--- config.mk ---
export PLATFORM = sky130hd
export DESIGN_NAME = rec_fn_to_fn_pipe
export DESIGN_NICKNAME = d
export VERILOG_FILES = /design/src/rtl/rec_fn_to_fn_pipe.sv
export SDC_FILE = /design/constraint.sdc
export NUM_CORES = 1
export LEC_CHECK = 0
export BUFFER_PORTS_ARGS = -buffer_cell sky130_fd_sc_hd__buf_2
export CAP_MARGIN = 20
export CORE_UTILIZATION = 45
export DETAILED_ROUTE_END_ITERATION = 16
export GPL_TIMING_DRIVEN = 0
export PLACE_DENSITY_LB_ADDON = 0.1
export SLEW_MARGIN = 10
export SYNTH_ARGS = -nofsm -noshare
export SYNTH_HDL_FRONTEND = slang
export SYNTH_SLANG_ARGS = --single-unit
--- constraint.sdc ---
create_clock -name clock -period 3.3 [get_ports clock]
set_input_delay 0.825 -clock clock [delete_from_list [all_inputs] [get_ports clock]]
set_output_delay 0.825 -clock clock [all_outputs]
set_load 0.05 [all_outputs]
--- src/rtl/rec_fn_to_fn_pipe.sv ---
// rec_fn_to_fn_pipe: two-stage recoded-float to IEEE-754 converter with valid/ready flow control
module rec_fn_to_fn_pipe #(
  parameter int EXP_W = 11,
  parameter int SIG_W = 53,
  parameter int TAG_W = 5
) (
  input  logic                   clock,
  input  logic                   reset,
  input  logic                   io_in_valid,
  output logic                   io_in_ready,
  input  logic [EXP_W+SIG_W:0]   io_in_bits_rec,
  input  logic [TAG_W-1:0]       io_in_bits_tag,
  output logic                   io_out_valid,
  input  logic                   io_out_ready,
  output logic [EXP_W+SIG_W-1:0] io_out_bits_fn,
  output logic [TAG_W-1:0]       io_out_bits_tag,
  output logic                   io_out_bits_isSNaN
);
  localparam int KW = $clog2(SIG_W + 1);
  localparam int BIAS_I = 2 ** (EXP_W - 1) + 1;
  localparam logic [EXP_W-1:0] BIAS_L = EXP_W'(BIAS_I);
  localparam logic [EXP_W:0] MINNORM = (EXP_W + 1)'(BIAS_I + 1);
  localparam logic [EXP_W:0] SIG_E = (EXP_W + 1)'(SIG_W);
  localparam logic [KW-1:0] SIG_K = KW'(SIG_W);

  logic inSign, inZero, inSpecial, inNaN, inInf, inSub;
  logic [EXP_W:0] inExp, kDiff;
  logic [SIG_W-2:0] inFract;
  logic [EXP_W-1:0] inNormExp;
  logic [KW-1:0] inK;

  logic s1Valid, s1Sign, s1Zero, s1Inf, s1NaN, s1Sub;
  logic [SIG_W-2:0] s1Fract;
  logic [EXP_W-1:0] s1Exp;
  logic [KW-1:0] s1K;
  logic [TAG_W-1:0] s1Tag;

  logic s2Valid, s2SNaN;
  logic [EXP_W+SIG_W-1:0] s2Fn;
  logic [TAG_W-1:0] s2Tag;

  logic s1Adv, s2Adv;
  logic [SIG_W-2:0] subFract, fnFract;
  logic [EXP_W-1:0] fnExp;

  always_comb begin
    inSign    = io_in_bits_rec[EXP_W+SIG_W];
    inExp     = io_in_bits_rec[EXP_W+SIG_W-1 -: EXP_W+1];
    inFract   = io_in_bits_rec[SIG_W-2:0];
    inZero    = inExp[EXP_W -: 3] == 3'b000;
    inSpecial = &inExp[EXP_W -: 2];
    inNaN     = inSpecial & inExp[EXP_W-2];
    inInf     = inSpecial & ~inExp[EXP_W-2];
    inSub     = ~inZero & ~inSpecial & (inExp < MINNORM);
    inNormExp = inExp[EXP_W-1:0] - BIAS_L;
    kDiff     = MINNORM - inExp;
    // Clamp before registering so deep subnormals can never wrap the shifter
    inK       = (kDiff >= SIG_E) ? SIG_K : kDiff[KW-1:0];
  end

  always_comb begin
    subFract = (s1K >= SIG_K) ? '0 : (SIG_W - 1)'({1'b1, s1Fract} >> s1K);
    fnExp    = (s1Zero | s1Sub) ? '0 : (s1Inf | s1NaN) ? '1 : s1Exp;
    fnFract  = (s1Zero | s1Inf) ? '0 : s1Sub ? subFract : s1Fract;
  end

  assign s2Adv = ~s2Valid | io_out_ready;
  assign s1Adv = ~s1Valid | s2Adv;
  assign io_in_ready = s1Adv;

  always_ff @(posedge clock) begin
    if (reset) begin
      s1Valid <= 1'b0;
      s2Valid <= 1'b0;
    end else begin
      if (s1Adv) s1Valid <= io_in_valid;
      if (s2Adv) s2Valid <= s1Valid;
    end
    if (s1Adv) begin
      s1Sign  <= inSign;
      s1Zero  <= inZero;
      s1Inf   <= inInf;
      s1NaN   <= inNaN;
      s1Sub   <= inSub;
      s1Fract <= inFract;
      s1Exp   <= inNormExp;
      s1K     <= inK;
      s1Tag   <= io_in_bits_tag;
    end
    if (s2Adv) begin
      s2Fn   <= {s1Sign, fnExp, fnFract};
      s2SNaN <= s1NaN & ~s1Fract[SIG_W-2];
      s2Tag  <= s1Tag;
    end
  end

  assign io_out_valid       = s2Valid;
  assign io_out_bits_fn     = s2Fn;
  assign io_out_bits_tag    = s2Tag;
  assign io_out_bits_isSNaN = s2SNaN;
endmodule

==> results.toml <==
[synthesis]
synth_area_per_cell_sq_um = 12.4
synthCells = 760
synth_top_area_frac = 0.475
yosysTopAreaCell = "edfxtp_1"
synth.lib_cells_used.distinct = 65
syn_nets = 838
synth-seq-cells = 151
syn_area_sq_mm = 0.00941
ys_warn_count = 0
synth-seq-area-share = 0.480
synth-edff-count = 149
ys_top_cells_by_area = "edfxtp_1, mux4_2, mux2i_1"
synth-async-reset-ratio = 0
yosys_most_used_dff = "edfxtp_1"

[global_route]
grt_antenna_before_repair = 0
grt_util_all_layers = 0.374
grt_pass1_wl_mm = 56.9
grt-ovfl-total = 0
grt_max_degree = 63
grt_pass1_vias = 8324

[routing]
via_per_inst = 7.02
drt_iter0_markers = 1340
final_antenna_net_count = 0
drt-wirelength-per-cell_microns = 32.9
vias = 8452
first_pass_iters = 8
wl_mm = 39.7
drc = 0

[timing]
fin_setup_tns_ns = 0
fmax_mhz = 308
period_needed_ns = 3.25
worst_hold_slack_ns = 0.422
rsz0062_at_grt = "no"
finalSetupViolCount = 0
worst_slew_pin_slew_ns = 1.00
final.period_utilization = 0.985
hold_viol = 0
slew_violations = 0
setup_ws_ns = 0.0488
relSlewSlack = 0.330
skew_ns = 0.0179

[place]
pre_cts_ws_ns = 0.112
port_buffers = 139
dp_hpwl_mm = 29.8
globalplace.congestion = 1.04

[pwr]
cellLeakagePower_nw = 4.22
power.total_mw = 5.61
ir_drop_mv = 0.363
power.density_mw_per_mm2 = 504

[die]
die_h_microns = 147
fp.dieArea_sq_mm = 0.0215
fp.dieW_microns = 147
io_pins = 146
num_rows = 52
coreArea_sq_mm = 0.0204
start_util = 0.462

[clock_network]
ctsHoldBuffers = 0
cts_tree = "done"
clk_pin_slew_worst_paths_ns = 0.08
clock-root-buffer = "clkbuf_16"
clk_latency_ns = 0.45
cts_made_buffers = 17
clockBufferDepth = 2
clkSinkCount = 151
h-tree-depth = 4
post_cts_buffers = 0

[status]
outcome = "complete, no violations"

[setup_path]
worstSetupStartpointType = "flip-flop"
critPathKind = "reg -> reg"
crit_required_ns = 3.49
crit_fanout = 10
cp.arrival_ns = 3.45
endpoint_kind = "flip-flop"

[cells_and_area]
final_nets = 998
areaGrowthSynthToFinish_pct = 18.2
fin_util = 0.546
drive_gt1_frac = 0.323

[worst_hold_path]
min_path_type = "reg -> reg"

[job]
maxCapViolations = 0
[report_power, final]
group,internal [mW],switching (mW),leakage [nW]
sequential,2.28,0.139,1.62
combinational,0.365,0.838,2.31
clock,1.02,0.960,0.291
total,3.67,1.94,4.22
[sequential cells by signal, indices dropped and copies added, names as in the netlist]
name,count
io_out_bits_isSNaN,1
s1Fract,52
io_out_valid,1
s1Valid,1
s1Inf,1
io_out_bits_fn,64
s1Tag,5
s1Sign,1
s1NaN,1
s1Zero,1
s1K,6
s1Sub,1
io_out_bits_tag,5
s1Exp,11
[worst max-delay path, cell delays in order (launching register included)]
cell and delay (ns):
edfxtp_1 0.39, buf_2 0.29, buf_2 0.33, clkbuf_1 0.75, nor2_1 0.43, a221o_1 0.44, a21oi_1 0.24, o21ai_1 0.12
[synthesized netlist by cell type, types with 15 or more instances]
master      n
buf_2      18
clkbuf_1   32
nor2_1     56
nand2b_1   15
mux2i_1    46
o21ai_0    23
a21oi_1    20
nand2_1    74
edfxtp_1  149
mux4_2     63
a22oi_1    23
nand3_1    20
mux2_2     23
[cell usage in the layout, fill, tap and decap left out, types with 7 or more instances in the layout]
master	synthesis	layout
clkbuf_1	32	30
a32oi_1	8	8
clkbuf_16	0	17
nor2_1	56	56
nor2b_1	11	11
a31oi_1	10	10
o22ai_1	10	10
nand3_1	20	20
xor2_1	9	9
nand2_1	74	73
edfxtp_1	149	149
o21ai_0	23	23
a22oi_1	23	23
nor3_1	14	14
nand2b_1	15	15
o21a_1	14	14
o211ai_1	12	12
a21oi_1	20	20
mux4_2	63	63
mux2_2	23	23
mux2i_1	46	46
a221o_1	7	7
buf_2	18	158
[stage by stage]
stage          cell area, sq um  std cells
2_1_floorplan              9410        760
3_3_place_gp              10400       1169
3_5_place_dp              10500       1172
4_1_cts                   11100       1204
5_1_grt                   11100       1203
6_report                  11100       1204
[worst paths after layout]
path	start	end	slack, ns	cells after the start
min reg2reg	s1Sign	io_out_bits_fn[63]	0.42	0
min	s1Sign	io_out_bits_fn[63]	0.42	0
max	s1K[3]	io_out_bits_fn[0]	0.05	7
max reg2reg	s1K[3]	io_out_bits_fn[0]	0.05	7
[area by class of cell]
cell class / count / area [sq um]
diodes: 1 / 2.50
plain buffers: 60 / 300
clock buffers: 17 / 425
clock inverters: 15 / 180
fillers: 1727 / 9240
inverters: 9 / 36.3
multi-input cells: 539 / 4570
flip-flops and latches: 151 / 4510
well taps: 270 / 338
repair buffers: 142 / 756
[timing repair]
action | 4_1_cts | 5_1_grt
setup endpoints to repair | 0 | 6
gates resized for setup | 0 | 4
endpoints found under the hold margin | 0 | 0
[layer usage]
metal | GRT usage | wire (microns) | vias to the layer above
met5 | 0 | 0 | -
met4 | 0.245 | 3000 | 0
met3 | 0.105 | 4630 | 207
met2 | 0.569 | 17300 | 771
met1 | 0.467 | 14700 | 4122
li1 | - | - | 3352
[logic make-up after synthesis]
group                      share of synthesized area
AOI/OAI and AO/OA                              0.121
adders and majority gates                    0.00532
DFF                                            0.480
xor gates and xnor gates                      0.0112
and+or+nand+nor                                0.113
buffers and inverters                         0.0356
muxes                                          0.234
(Power assumes the default switching activity.)
